[src/rtl/ieee488_device_if.sv]
// IEEE-488 device-side bundle: wire-level bus lines plus the rx/tx byte streams and status.
// Latency: none, signal container only.
// Backpressure: rx uses rx_valid/rx_ready; tx uses tx_valid with a tx_ready completion pulse.
interface ieee488_device_if;
    // bus lines, wire level (0 = asserted)
    logic [7:0] ieee488_data_i;
    logic [7:0] ieee488_data_o;
    logic       ieee488_atn_i;
    logic       ieee488_ifc_i;
    logic       ieee488_dav_i;
    logic       ieee488_eoi_i;
    logic       ieee488_nrfd_i;
    logic       ieee488_ndac_i;
    logic       ieee488_dav_o;
    logic       ieee488_eoi_o;
    logic       ieee488_nrfd_o;
    logic       ieee488_ndac_o;
    // receive stream towards the drive model
    logic       rx_valid;
    logic [7:0] rx_data;
    logic       rx_eoi;
    logic       rx_atn;
    logic       rx_ready;
    // transmit stream from the drive model
    logic       tx_valid;
    logic [7:0] tx_data;
    logic       tx_eoi;
    logic       tx_ready;
    // addressing status
    logic       listening;
    logic       talking;
    logic       no_listener;
`ifdef IEEE488_SRQ_EN
    logic       srq_req;
    logic       ieee488_srq_o;
`endif

    modport slave (
        input  ieee488_data_i, ieee488_atn_i, ieee488_ifc_i, ieee488_dav_i,
               ieee488_eoi_i, ieee488_nrfd_i, ieee488_ndac_i,
               rx_ready, tx_valid, tx_data, tx_eoi,
`ifdef IEEE488_SRQ_EN
               srq_req,
        output ieee488_srq_o,
`endif
        output ieee488_data_o, ieee488_dav_o, ieee488_eoi_o, ieee488_nrfd_o, ieee488_ndac_o,
               rx_valid, rx_data, rx_eoi, rx_atn, tx_ready,
               listening, talking, no_listener
    );

    modport master (
        output ieee488_data_i, ieee488_atn_i, ieee488_ifc_i, ieee488_dav_i,
               ieee488_eoi_i, ieee488_nrfd_i, ieee488_ndac_i,
               rx_ready, tx_valid, tx_data, tx_eoi,
`ifdef IEEE488_SRQ_EN
               srq_req,
        input  ieee488_srq_o,
`endif
        input  ieee488_data_o, ieee488_dav_o, ieee488_eoi_o, ieee488_nrfd_o, ieee488_ndac_o,
               rx_valid, rx_data, rx_eoi, rx_atn, tx_ready,
               listening, talking, no_listener
    );
endinterface

[src/rtl/ieee488_device.sv]
// IEEE-488 peripheral: listener/talker addressing, acceptor and source handshakes; optional SRQ via IEEE488_SRQ_EN.
// Latency: bus inputs pass a 2-flop synchroniser; all outputs registered, so bus-to-output reaction is 3 clk.
// Backpressure: a full rx buffer holds NRFD low (except under ATN); talking waits on NRFD/NDAC from listeners.
module ieee488_device #(
    parameter int DEV_ADDR      = 8,
    parameter int SETTLE_CYCLES = 16
) (
    input  logic            clk,
    input  logic            reset_n,
    ieee488_device_if.slave bus
);
    localparam logic [7:0] LAG = 8'(8'h20 + DEV_ADDR);
    localparam logic [7:0] TAG = 8'(8'h40 + DEV_ADDR);
    localparam logic [7:0] UNL = 8'h3F;

    typedef enum logic [1:0] {A_IDLE, A_READY, A_ACCEPT, A_WAITREL} ah_state_t;
    typedef enum logic [2:0] {S_IDLE, S_WAITNRFD, S_SETTLE, S_DAV, S_RELEASE} sh_state_t;

    ah_state_t  ah_state;
    sh_state_t  sh_state;
    logic [7:0] data_m, data_s;
    logic [5:0] ctl_m, ctl_s;
    logic       atn_act, ifc_act, dav_s, eoi_s, nrfd_s, ndac_s;
    logic       atn_prev, ah_active, rx_free, sh_run;
    logic [7:0] cap_data;
    logic       cap_eoi;
    logic       nrfd_r, ndac_r, dav_r, eoi_r;
    logic [7:0] data_o_r;
    logic       rx_valid_r, rx_eoi_r, rx_atn_r;
    logic [7:0] rx_data_r;
    logic       listening_r, talking_r, tx_ready_r, no_listener_r;
    logic [7:0] cnt;
`ifdef IEEE488_SRQ_EN
    logic       tag_hit, srq_req_q, srq_pend, srq_r;
`endif

    // Two-flop synchronisers on every bus input; idle (released) level on reset
    always_ff @(posedge clk or negedge reset_n) begin
        if (!reset_n) begin
            data_m <= 8'hFF;
            data_s <= 8'hFF;
            ctl_m  <= 6'h3F;
            ctl_s  <= 6'h3F;
        end else begin
            data_m <= bus.ieee488_data_i;
            data_s <= data_m;
            ctl_m  <= {bus.ieee488_atn_i, bus.ieee488_ifc_i, bus.ieee488_dav_i,
                       bus.ieee488_eoi_i, bus.ieee488_nrfd_i, bus.ieee488_ndac_i};
            ctl_s  <= ctl_m;
        end
    end

    assign atn_act   = ~ctl_s[5];
    assign ifc_act   = ~ctl_s[4];
    assign dav_s     = ctl_s[3];
    assign eoi_s     = ctl_s[2];
    assign nrfd_s    = ctl_s[1];
    assign ndac_s    = ctl_s[0];
    assign ah_active = atn_act || listening_r;
    // buffer is empty now or is being drained this cycle
    assign rx_free   = !rx_valid_r || bus.rx_ready;
    assign sh_run    = talking_r && !atn_act;

    // Acceptor handshake, command decode and the one-entry rx buffer
    always_ff @(posedge clk or negedge reset_n) begin
        if (!reset_n) begin
            ah_state    <= A_IDLE;
            nrfd_r      <= 1'b1;
            ndac_r      <= 1'b1;
            atn_prev    <= 1'b0;
            listening_r <= 1'b0;
            talking_r   <= 1'b0;
            rx_valid_r  <= 1'b0;
            rx_data_r   <= 8'h00;
            rx_eoi_r    <= 1'b0;
            rx_atn_r    <= 1'b0;
            cap_data    <= 8'h00;
            cap_eoi     <= 1'b0;
`ifdef IEEE488_SRQ_EN
            tag_hit     <= 1'b0;
`endif
        end else begin
            atn_prev <= atn_act;
`ifdef IEEE488_SRQ_EN
            tag_hit  <= 1'b0;
`endif
            if (rx_valid_r && bus.rx_ready)
                rx_valid_r <= 1'b0;
            if (ifc_act) begin
                ah_state    <= A_IDLE;
                nrfd_r      <= 1'b1;
                ndac_r      <= 1'b1;
                listening_r <= 1'b0;
                talking_r   <= 1'b0;
                rx_valid_r  <= 1'b0;
            end else if (!ah_active) begin
                ah_state <= A_IDLE;
                nrfd_r   <= 1'b1;
                ndac_r   <= 1'b1;
            end else if (ah_state == A_IDLE || atn_act != atn_prev) begin
                // fresh start or ATN flipped mid-byte: drop any half-captured byte
                ah_state <= A_READY;
                ndac_r   <= 1'b0;
                nrfd_r   <= atn_act || rx_free;
            end else begin
                case (ah_state)
                    A_READY: begin
                        if (!dav_s && nrfd_r) begin
                            cap_data <= ~data_s;
                            cap_eoi  <= ~eoi_s;
                            nrfd_r   <= 1'b0;
                            ah_state <= A_ACCEPT;
                        end else begin
                            nrfd_r <= atn_act || rx_free;
                        end
                    end
                    A_ACCEPT: begin
                        ah_state <= A_WAITREL;
                        ndac_r   <= 1'b1;
                        nrfd_r   <= 1'b0;
                        if (atn_act) begin
                            if (cap_data == LAG) begin
                                listening_r <= 1'b1;
                            end else if (cap_data == UNL) begin
                                listening_r <= 1'b0;
                            end else if (cap_data == TAG) begin
                                talking_r   <= 1'b1;
                                listening_r <= 1'b0;
`ifdef IEEE488_SRQ_EN
                                tag_hit     <= 1'b1;
`endif
                            end else if (cap_data[7:5] == 3'b010) begin
                                talking_r <= 1'b0;
                            end else if (cap_data[7:5] == 3'b011 && (listening_r || talking_r)) begin
                                rx_valid_r <= 1'b1;
                                rx_data_r  <= cap_data;
                                rx_eoi_r   <= cap_eoi;
                                rx_atn_r   <= 1'b1;
                            end
                        end else begin
                            rx_valid_r <= 1'b1;
                            rx_data_r  <= cap_data;
                            rx_eoi_r   <= cap_eoi;
                            rx_atn_r   <= 1'b0;
                        end
                    end
                    A_WAITREL: begin
                        if (dav_s) begin
                            ah_state <= A_READY;
                            ndac_r   <= 1'b0;
                            nrfd_r   <= atn_act || rx_free;
                        end
                    end
                    default: ah_state <= A_IDLE;
                endcase
            end
        end
    end

    // Source handshake: present byte, wait for readiness, settle, strobe DAV until all accept
    always_ff @(posedge clk or negedge reset_n) begin
        if (!reset_n) begin
            sh_state      <= S_IDLE;
            cnt           <= 8'h00;
            data_o_r      <= 8'hFF;
            dav_r         <= 1'b1;
            eoi_r         <= 1'b1;
            tx_ready_r    <= 1'b0;
            no_listener_r <= 1'b0;
        end else if (ifc_act) begin
            sh_state      <= S_IDLE;
            data_o_r      <= 8'hFF;
            dav_r         <= 1'b1;
            eoi_r         <= 1'b1;
            tx_ready_r    <= 1'b0;
            no_listener_r <= 1'b0;
        end else if (!sh_run) begin
            // ATN or loss of talker address: release lines, byte stays pending
            sh_state   <= S_IDLE;
            data_o_r   <= 8'hFF;
            dav_r      <= 1'b1;
            eoi_r      <= 1'b1;
            tx_ready_r <= 1'b0;
        end else begin
            tx_ready_r <= 1'b0;
            case (sh_state)
                S_IDLE: begin
                    if (bus.tx_valid) begin
                        data_o_r <= ~bus.tx_data;
                        eoi_r    <= ~bus.tx_eoi;
                        sh_state <= S_WAITNRFD;
                    end
                end
                S_WAITNRFD: begin
                    if (nrfd_s && ndac_s) begin
                        no_listener_r <= 1'b1;
                    end else if (nrfd_s) begin
                        cnt      <= 8'h00;
                        sh_state <= S_SETTLE;
                    end
                end
                S_SETTLE: begin
                    if (cnt == 8'(SETTLE_CYCLES - 1)) begin
                        dav_r    <= 1'b0;
                        sh_state <= S_DAV;
                    end else begin
                        cnt <= cnt + 8'h01;
                    end
                end
                S_DAV: begin
                    if (ndac_s) begin
                        dav_r         <= 1'b1;
                        data_o_r      <= 8'hFF;
                        eoi_r         <= 1'b1;
                        tx_ready_r    <= 1'b1;
                        no_listener_r <= 1'b0;
                        sh_state      <= S_RELEASE;
                    end
                end
                S_RELEASE: sh_state <= S_IDLE;
                default:   sh_state <= S_IDLE;
            endcase
        end
    end

`ifdef IEEE488_SRQ_EN
    // Service request: armed on each srq_req rise, disarmed when addressed to talk
    always_ff @(posedge clk or negedge reset_n) begin
        if (!reset_n) begin
            srq_req_q <= 1'b0;
            srq_pend  <= 1'b0;
            srq_r     <= 1'b1;
        end else begin
            srq_req_q <= bus.srq_req;
            if (tag_hit)
                srq_pend <= 1'b0;
            else if (bus.srq_req && !srq_req_q)
                srq_pend <= 1'b1;
            srq_r <= ~(bus.srq_req && srq_pend);
        end
    end
    assign bus.ieee488_srq_o = srq_r;
`endif

    assign bus.ieee488_data_o = data_o_r;
    assign bus.ieee488_dav_o  = dav_r;
    assign bus.ieee488_eoi_o  = eoi_r;
    assign bus.ieee488_nrfd_o = nrfd_r;
    assign bus.ieee488_ndac_o = ndac_r;
    assign bus.rx_valid       = rx_valid_r;
    assign bus.rx_data        = rx_data_r;
    assign bus.rx_eoi         = rx_eoi_r;
    assign bus.rx_atn         = rx_atn_r;
    assign bus.tx_ready       = tx_ready_r;
    assign bus.listening      = listening_r;
    assign bus.talking        = talking_r;
    assign bus.no_listener    = no_listener_r;
endmodule

[src/flat_wrapper.sv]
// flat-port wrapper written by rule: the top's interface ports become plain ports
module ieee488_device_flat 
#(
    parameter int DEV_ADDR      = 8,
    parameter int SETTLE_CYCLES = 16
)
  (clk, reset_n, bus_ieee488_data_i, bus_ieee488_atn_i, bus_ieee488_ifc_i, bus_ieee488_dav_i, bus_ieee488_eoi_i, bus_ieee488_nrfd_i, bus_ieee488_ndac_i, bus_rx_ready, bus_tx_valid, bus_tx_data, bus_tx_eoi, bus_ieee488_data_o, bus_ieee488_dav_o, bus_ieee488_eoi_o, bus_ieee488_nrfd_o, bus_ieee488_ndac_o, bus_rx_valid, bus_rx_data, bus_rx_eoi, bus_rx_atn, bus_tx_ready, bus_listening, bus_talking, bus_no_listener);
  ieee488_device_if bus_i ();
  input  logic clk;
  input  logic reset_n;
  input wire logic [$bits(bus_i.ieee488_data_i)-1:0] bus_ieee488_data_i;
  input wire logic [$bits(bus_i.ieee488_atn_i)-1:0] bus_ieee488_atn_i;
  input wire logic [$bits(bus_i.ieee488_ifc_i)-1:0] bus_ieee488_ifc_i;
  input wire logic [$bits(bus_i.ieee488_dav_i)-1:0] bus_ieee488_dav_i;
  input wire logic [$bits(bus_i.ieee488_eoi_i)-1:0] bus_ieee488_eoi_i;
  input wire logic [$bits(bus_i.ieee488_nrfd_i)-1:0] bus_ieee488_nrfd_i;
  input wire logic [$bits(bus_i.ieee488_ndac_i)-1:0] bus_ieee488_ndac_i;
  input wire logic [$bits(bus_i.rx_ready)-1:0] bus_rx_ready;
  input wire logic [$bits(bus_i.tx_valid)-1:0] bus_tx_valid;
  input wire logic [$bits(bus_i.tx_data)-1:0] bus_tx_data;
  input wire logic [$bits(bus_i.tx_eoi)-1:0] bus_tx_eoi;
  output wire logic [$bits(bus_i.ieee488_data_o)-1:0] bus_ieee488_data_o;
  output wire logic [$bits(bus_i.ieee488_dav_o)-1:0] bus_ieee488_dav_o;
  output wire logic [$bits(bus_i.ieee488_eoi_o)-1:0] bus_ieee488_eoi_o;
  output wire logic [$bits(bus_i.ieee488_nrfd_o)-1:0] bus_ieee488_nrfd_o;
  output wire logic [$bits(bus_i.ieee488_ndac_o)-1:0] bus_ieee488_ndac_o;
  output wire logic [$bits(bus_i.rx_valid)-1:0] bus_rx_valid;
  output wire logic [$bits(bus_i.rx_data)-1:0] bus_rx_data;
  output wire logic [$bits(bus_i.rx_eoi)-1:0] bus_rx_eoi;
  output wire logic [$bits(bus_i.rx_atn)-1:0] bus_rx_atn;
  output wire logic [$bits(bus_i.tx_ready)-1:0] bus_tx_ready;
  output wire logic [$bits(bus_i.listening)-1:0] bus_listening;
  output wire logic [$bits(bus_i.talking)-1:0] bus_talking;
  output wire logic [$bits(bus_i.no_listener)-1:0] bus_no_listener;
  assign bus_i.ieee488_data_i = bus_ieee488_data_i;
  assign bus_i.ieee488_atn_i = bus_ieee488_atn_i;
  assign bus_i.ieee488_ifc_i = bus_ieee488_ifc_i;
  assign bus_i.ieee488_dav_i = bus_ieee488_dav_i;
  assign bus_i.ieee488_eoi_i = bus_ieee488_eoi_i;
  assign bus_i.ieee488_nrfd_i = bus_ieee488_nrfd_i;
  assign bus_i.ieee488_ndac_i = bus_ieee488_ndac_i;
  assign bus_i.rx_ready = bus_rx_ready;
  assign bus_i.tx_valid = bus_tx_valid;
  assign bus_i.tx_data = bus_tx_data;
  assign bus_i.tx_eoi = bus_tx_eoi;
  assign bus_ieee488_data_o = bus_i.ieee488_data_o;
  assign bus_ieee488_dav_o = bus_i.ieee488_dav_o;
  assign bus_ieee488_eoi_o = bus_i.ieee488_eoi_o;
  assign bus_ieee488_nrfd_o = bus_i.ieee488_nrfd_o;
  assign bus_ieee488_ndac_o = bus_i.ieee488_ndac_o;
  assign bus_rx_valid = bus_i.rx_valid;
  assign bus_rx_data = bus_i.rx_data;
  assign bus_rx_eoi = bus_i.rx_eoi;
  assign bus_rx_atn = bus_i.rx_atn;
  assign bus_tx_ready = bus_i.tx_ready;
  assign bus_listening = bus_i.listening;
  assign bus_talking = bus_i.talking;
  assign bus_no_listener = bus_i.no_listener;
  ieee488_device #(.DEV_ADDR(DEV_ADDR), .SETTLE_CYCLES(SETTLE_CYCLES)) u_core (.clk(clk), .reset_n(reset_n), .bus(bus_i));
endmodule
[config.mk]
export PLATFORM = sky130hd
export DESIGN_NAME = ieee488_device_flat
export DESIGN_NICKNAME = d
export VERILOG_FILES = /design/src/rtl/ieee488_device_if.sv /design/src/rtl/ieee488_device.sv /design/src/flat_wrapper.sv
export SDC_FILE = /design/constraint.sdc
export NUM_CORES = 1
export LEC_CHECK = 0
export ABC_AREA = 1
export BUFFER_PORTS_ARGS = -buffer_cell sky130_fd_sc_hd__buf_2
export CORE_MARGIN = 2
export CORE_UTILIZATION = 40
export DETAILED_ROUTE_END_ITERATION = 8
export PLACE_DENSITY_LB_ADDON = 0.1
export SLEW_MARGIN = 20
export SYNTH_ARGS = -nofsm -noshare
export SYNTH_HDL_FRONTEND = slang
export SYNTH_SLANG_ARGS = --single-unit
[constraint.sdc]
create_clock -name clk -period 1.9 [get_ports clk]
set_input_delay 0.38 -clock clk [delete_from_list [all_inputs] [get_ports clk]]
set_output_delay 0.38 -clock clk [all_outputs]
set_load 0.01 [all_outputs]
# Word-level counts from Yosys, hierarchy flattened
# Cells that the tools add are included.
# totals
input_bits,27
n_memories,0
latch_bits,0
out_inout_bits,27
regBits,78
ramBits,0
romBits,0
# op_classes
add_sub_neg,1
shift,0
muxes,98
n_mul,0
div_mod_pow,0
n_reduce_logical,28
order_cmp,0
n_eq_ne,43
bitwise_logic,6
# ops
cell,n
$mux W8,13
$mux W1,64
$ne A4 B4 Y1 const B,8
$pmux W8 S2,2
$mux W3,7
$ne A2 B2 Y1 const B,9
$eq A8 B6 Y1 const B,2
$not A8 Y8,2
$ne A5 B5 Y1 const B,3
$reduce_and A5 Y1,3
$eq A3 B2 Y1 const B,4
$ne A3 B3 Y1 const B,4
$pmux W3 S4,1
$mux W2,5
$ne A2 B1 Y1 const B,5
$reduce_and A9 Y1,1
$add A8 B1 Y8 const B,1
$eq A8 B4 Y1 const B,1
$eq A8 B7 Y1 const B,1
$pmux W1 S2,4
$reduce_and A7 Y1,1
$ne A6 B6 Y1 const B,1
$pmux W2 S3,1
$reduce_and A2 Y1,3
other kinds (15),30

# Longest topological paths before layout
# Gate-level depths: netlist (run 1).
# depth
ltp_word,12
mapped_depth,10

# Worst setup path after synthesis (run 1)
# Ideal clock, no wire load.
# synth_timing
kind,reg-to-reg
start,reg u_core.ctl_s[4]
end,reg u_core.cap_eoi
arrival_time_ns,1.369
required_ns,1.783
path_stages_with_launch,8
setup_time_ns,0.117
path_buffers,2
path_slack_ns,0.413
period_less_slack_ns,1.487
path_cell_list,dfstp_2 > buf_2 > nand2_1 > nor2_2 > nand4_4 > buf_6 > nand2_1 > o21ai_2
# synth_between
elab_chain_len,1
# synth_rtl
item,line_no,rtl
start: declaration,ieee488_device.sv:22,"logic [5:0] ctl_m, ctl_s;"
start signal: assignment,ieee488_device.sv:49,ctl_s <= ctl_m;
$reduce_and A5 Y1 (no source line),--,
end signal: assignment,ieee488_device.sv:110,cap_eoi <= ~eoi_s;
end: declaration,ieee488_device.sv:26,logic cap_eoi;
# Every way passes these cells.
# A chain may end at the register's enable or synchronous reset.

# Worst setup path in the final report (run 1)
# layout_timing
start,reg u_core.ah_state[0]
end,reg u_core.cap_data[5]
# layout_between
elab_chain_len,4
elab_cells_between_ends,5
cone_classes,eq/ne (1); bitwise (1); reduce/logical (3)
# layout_rtl
item,line_no,rtl
start: declaration,ieee488_device.sv:19,ah_state_t ah_state;
start signal: assignment,ieee488_device.sv:67,ah_state <= A_IDLE;
start signal: assignment,ieee488_device.sv:90,ah_state <= A_IDLE;
start signal: assignment,ieee488_device.sv:97,ah_state <= A_IDLE;
$logic_not A2 Y1,ieee488_device.sv:100,end else if (ah_state == A_IDLE || atn_act != atn_prev) begin
$logic_or A1 B1 Y1,ieee488_device.sv:100,
$not A1 Y1 (no source line),--,
$reduce_and A5 Y1 (no source line) (*),--,
end signal: assignment,ieee488_device.sv:109,cap_data <= ~data_s;
end: declaration,ieee488_device.sv:25,logic [7:0] cap_data;
# Every way passes the cells marked *; elsewhere a longest branch is shown, timed or not.

==> results_dict.tcl, run 1 <==
set metrics [dict create \
    rr_startpoint "u_core.ah_state[0]" \
    endpoint_kind "register" \
    core-area_um2 8590 \
    nets 494 \
    grt_start_max_net_pins 50 \
    final-setup-viol-count 0 \
    detail_route.vias_per_cell 4.58 \
    cts_tree "built" \
    die_width_um 97.3 \
    synth_cell_types 29 \
    areaGrowthSynthToFinish_pct 17.4 \
    grt_use_total_pct 15.5 \
    post_drt_wl_per_cell_um 11.6 \
    drtPass1Iterations 4 \
    drtIter0Drc 93 \
    cellPowerDensity_nw_per_um2 757 \
    period_share_pct 90.4 \
    p_clk_share_pct 37.6 \
    drive_gt1_share_pct 29.8 \
    intPower_w 0.00230 \
    avgSynthCellArea_um2 8.73 \
    globalRouteOverflowTotal 0 \
    rsz0062_at_grt "false" \
    die_h_um 97.3 \
    worstHoldPathCells 1 \
    cp_max_fo 18 \
    ys_seq_elements 78 \
    arrival_ns 1.95 \
    cts_buffers 9 \
    syn-cell-area_um2 3480 \
    worstSetupPathType "reg2reg" \
    synth_cells 399 \
    synthTopCellsByArea "dfstp_2 (30%), dfrtp_1 (27%), nand2_1 (16%)" \
    status "finished clean" \
    hold_violations 0 \
    post_cts_resized 0 \
    num_rows 34 \
    switching_power_w 0.000798 \
    clk_pin_slew_ns 0.09 \
    hold_path_end "u_core.data_m[2]" \
    gp_congestion 0.907 \
    drc 0 \
    antenna_cells 0 \
    finalMaxSlewViolations 0 \
    hold_buffers 1 \
    syn_nets 431 \
    max_freq_mhz 582 \
    yosysSeqAreaShare_pct 57.5 \
    timing.rr.end "u_core.cap_data[5]" \
    comb_power_share_pct 5.1 \
    p_seq_share_pct 57.3 \
    period_needed_ns 1.72 \
    p_leak_nw 2.06 \
    cts_setup_buffers 0 \
    cts_num_sinks 78 \
    swShare_pct 25.8 \
    clockBufferDepth 2 \
    vias 2631 \
    antenna_left 0 \
    tns_ns 0 \
    slew_headroom_pct 76.1 \
    maxCapViolations 0 \
    vdd.ir_drop.worst_v 0.000429 \
    cts-root-buf "clkbuf_8" \
    grt_pass1_wl_mm 11.9 \
    drt_wl_total_mm 6.64 \
    yosys_warnings 0 \
    tightest_slew_ns 0.357 \
    hold_path_class "in2reg" \
    fin_skew_ns 0.00912 \
    whs_ns 0.113 \
    worst-endpoint-required_ns 2.13 \
    htreeDepth 3 \
    io_pins 54 \
    antenna_found_initial 0 \
    start_util_pct 40.5 \
    die_area_um2 9470 \
    worstHoldStart "bus_ieee488_data_i[2]" \
    worstSetupStartpointType "register" \
    reg2reg_setup_slack_ns 0.18 \
    insertion_delay_ns 0.35 \
    first_global_vias 2616 \
    reg2reg_depth 8 \
    synth_top_area_cell "dfstp_2" \
    yosysTopAreaCellShare_pct 30.2 \
    place_hpwl_mm 4.74 \
    io_buffers 53 \
]
## worst max-delay path, cell delays in order, from the launching register on
cell	delay, ns
dfrtp_1	0.41
inv_1	0.08
ha_1	0.20
inv_1	0.10
nand2_1	0.10
nor2_4	0.17
nand4_4	0.31
nand2_1	0.17
o21ai_2	0.06
## cells in the mapped netlist
library cell    n
nor2_2          3
buf_4           1
nand2_4         1
buf_2           5
or3_1           1
nand3_1        40
ha_1            5
dfstp_2        40
nor3_2          1
buf_6           1
nor2_1         32
nor3_1          3
nor3b_1         1
a31oi_1         1
clkbuf_1        1
xnor2_1         1
inv_2           3
nand4_1         3
o21ai_2         9
o21ai_0         8
dfrtp_1        38
a21oi_1         4
o21bai_1        1
nand2_1       153
nand2_2         1
inv_1          36
nand4_4         1
nor2_4          2
nand3_2         3
## layout by cell type (no fill, tap or decap), types with 2 or more instances in the layout
cell      count
nand2_1     153
buf_2        52
nand3_1      40
dfstp_2      40
dfrtp_1      38
inv_1        36
nor2_1       32
o21ai_2       9
clkbuf_8      9
o21ai_0       8
buf_4         6
ha_1          5
a21oi_1       4
inv_6         4
inv_2         3
nand3_2       3
nor2_2        3
nor3_1        3
nand4_1       3
nor2_4        2
## stage by stage
step	power (W)	utilization, %	instances	instance area [um^2]	setup WS (ns)
6_report	0.00310	47.6	575	4090	0.182
5_1_grt	0.00326	47.6	575	4090	0.00204
4_1_cts	0.00316	47.6	575	4090	0.184
3_5_place_dp	0.00196	45.3	558	3890	0.196
3_3_place_gp	0.00196	45.3	558	3890	0.234
2_1_floorplan	0.00187	-	399	3480	0.413
## sequential cells by signal, summed over array words and instances, names as in the netlist, 2 cells and up
signal                     count
u_core.bus.ieee488_data_o      8
u_core.bus.rx_data             8
u_core.cap_data                8
u_core.cnt                     8
u_core.data_m                  8
u_core.data_s                  8
u_core.ctl_m                   6
u_core.ctl_s                   6
u_core.sh_state                3
u_core.ah_state                2
## logic make-up after synthesis
kind of cell               count (synthesis)  synth area share (%)
and+or+nand+nor                          245                  30.5
adders and majority gates                  5                  1.80
xor gates and xnor gates                   1                 0.252
buffers and inverters                     47                  5.57
DFF                                       78                  57.5
AOI/OAI and AO/OA                         23                  4.38
## power groups by stage
stage	sequential (W)	combinational, W	clock, W
finish	0.00178	0.000157	0.00117
global route	0.00178	0.000183	0.00130
CTS	0.00178	0.000161	0.00122
detailed placement	0.00180	0.000158	0
global placement	0.00180	0.000155	0
floorplan	0.00179	0.0000782	0
## per-layer routing
layer	routed length (um)	vias up	GRT usage, %
met3	291	8	4.96
met2	3100	52	24.9
met1	3150	1194	19.9
met4	105	0	4.91
li1	-	1377	-
met5	0	-	0
## worst max path at each step
stage                              end               start  cells past startpoint
finish              u_core.cap_data[5]  u_core.ah_state[0]                      8
global placement         u_core.cnt[0]     u_core.ctl_s[4]                      5
CTS                 u_core.cap_data[0]  u_core.ah_state[0]                      8
global route            u_core.cap_eoi  u_core.ah_state[0]                      8
detailed placement  u_core.cap_data[0]  u_core.ah_state[0]                      8
floorplan               u_core.cap_eoi     u_core.ctl_s[4]                      7
## area by class of cell
| cell class | instances | area [um^2] |
|---|---|---|
| fillers | 858 | 4500 |
| flip-flops and latches | 78 | 2000 |
| inverters | 39 | 146 |
| well taps | 108 | 135 |
| clock inverters | 7 | 60.1 |
| multi-input cells | 274 | 1290 |
| repair buffers | 60 | 335 |
| clock buffers | 9 | 124 |
(Power assumes the default switching activity.)
==> run 2: changes to the inputs <==
Settings changed: PLACE_DENSITY_LB_ADDON 0.1 to unset.
==> results_dict.tcl, run 2 (same netlist as run 1, synthesis figures left out) <==
set metrics [dict create \
    cellPowerDensity_nw_per_um2 781 \
    die_area_um2 9470 \
    cts_setup_buffers 0 \
    drtIter0Drc 111 \
    startpoint "u_core.ah_state[0]" \
    grt_use_total_pct 15.2 \
    grt_pass1_wl_mm 11.8 \
    worst-endpoint-required_ns 2.15 \
    cts_buffers 9 \
    period_share_pct 91.5 \
    insertion_delay_ns 0.36 \
    drc 0 \
    drive_gt1_share_pct 29.6 \
    slew_headroom_pct 76.5 \
    clk_pin_slew_ns 0.09 \
    drtPass1Iterations 4 \
    rsz0062_at_grt "false" \
    grt_start_max_net_pins 37 \
    rr_startpoint "u_core.ah_state[0]" \
    status "finished clean" \
    register_area_um2 2000 \
    worstHoldStart "bus_ieee488_data_i[0]" \
    maxCapViolations 0 \
    die_width_um 97.3 \
    detail_route.vias_per_cell 4.64 \
    endpoint_kind "register" \
    gp_congestion 0.846 \
    clockBufferDepth 2 \
    nets 493 \
    areaGrowthSynthToFinish_pct 17.9 \
    start_util_pct 40.5 \
    cp_max_fo 18 \
    core-area_um2 8590 \
    die_h_um 97.3 \
    first_global_vias 2664 \
    num_rows 34 \
    final_common_cell "nand2_1" \
    comb_power_share_pct 4.9 \
    swShare_pct 25.6 \
    cts_num_sinks 78 \
    globalRouteOverflowTotal 0 \
    multi_input_area_um2 1290 \
    io_buffers 53 \
    worstSetupPathType "reg2reg" \
    antenna_left 0 \
    cts-root-buf "clkbuf_8" \
    arrival_ns 1.99 \
    place_hpwl_mm 4.76 \
    max_freq_mhz 575 \
    tns_ns 0 \
    vias 2662 \
    n_fill_cell 842 \
    vdd.ir_drop.worst_v 0.000338 \
    layout_common_cells "nand2_1 (153), buf_2 (52), nand3_1 (40), dfstp_2 (40), dfrtp_1 (38)" \
    p_leak_nw 2.06 \
    hold_path_class "in2reg" \
    p_total_w 0.00320 \
    worstSetupStartpointType "register" \
    htreeDepth 3 \
    antenna_found_initial 0 \
    hold_violations 0 \
    drt_wl_total_mm 6.62 \
    switching_power_w 0.000820 \
    finalMaxSlewViolations 0 \
    post_cts_resized 0 \
    antenna_cells 0 \
    intPower_w 0.00238 \
    p_seq_share_pct 55.4 \
    post_drt_wl_per_cell_um 11.5 \
    tightest_slew_ns 0.353 \
    io_pins 54 \
    p_clk_share_pct 39.7 \
    fin_skew_ns 0.0153 \
    final-setup-viol-count 0 \
    period_needed_ns 1.74 \
    cts_tree "built" \
]
-- run 2: final timing paths --
check | endpoint | slack [ns] | cells past startpoint
setup / recovery | u_core.cap_data[3] | 0.16 | 8
hold / removal | u_core.data_m[0] | 0.11 | 1
setup reg to reg | u_core.cap_data[3] | 0.16 | 8
hold reg to reg | u_core.ctl_s[4] | 0.36 | 0
max in group asynchronous | u_core.bus.ieee488_ndac_o | 0.82 | 3
min in group asynchronous | u_core.bus.rx_data[3] | 0.47 | 2
-- run 2: critical path, cell delays in order, from the launching register on --
cell and delay [ns]:
dfrtp_1 0.41, inv_1 0.08, ha_1 0.20, inv_1 0.11
nand2_1 0.12, nor2_4 0.17, nand4_4 0.30, nand2_1 0.17
o21ai_2 0.06
-- run 2: repair_timing --
action | 4_1_cts | 5_1_grt
setup endpoints to repair | 0 | 0
hold buffers | 1 | 0
endpoints found under the hold margin | 11 | 0
-- run 2: cell type report --
type | count | share of cell area (%)
Multi-Input combinational cell | 274 | 31.3
Sequential cell | 78 | 48.8
Clock inverter | 6 | 1.43
Timing Repair Buffer | 59 | 7.99
Tap cell | 108 | 3.29
Clock buffer | 10 | 3.63
Inverter | 39 | 3.57
-- run 2: metal layers --
metal / wire (um) / track usage (%)
met1: 3190 / 20.2
met2: 3020 / 24.3
met3: 264 / 2.73
met4: 146 / 6.94
met5: 0 / 0
-- run 2: power by group through the flow --
stage	Sequential (W)	Clock (W)	Combinational [W]
after detailed placement	0.00180	0	0.000158
after global placement	0.00180	0	0.000155
after CTS	0.00178	0.00132	0.000161
after floorplan	0.00179	0	0.0000782
after global routing	0.00178	0.00139	0.000183
final	0.00178	0.00127	0.000157
-- run 2: through the flow --
| stage | cell area (um^2) | util [%] | worst slack, ns | instances | hold WS, ns |
|---|---|---|---|---|---|
| floorplan | 3480 | - | 0.413 | 399 | 0.0844 |
| global placement | 3890 | 45.2 | 0.264 | 557 | 0.310 |
| detailed placement | 3890 | 45.2 | 0.214 | 557 | 0.316 |
| CTS | 4110 | 47.8 | 0.162 | 574 | 0.0856 |
| global route | 4110 | 47.8 | 0.00155 | 574 | 0.0872 |
| finish | 4110 | 47.8 | 0.161 | 574 | 0.108 |
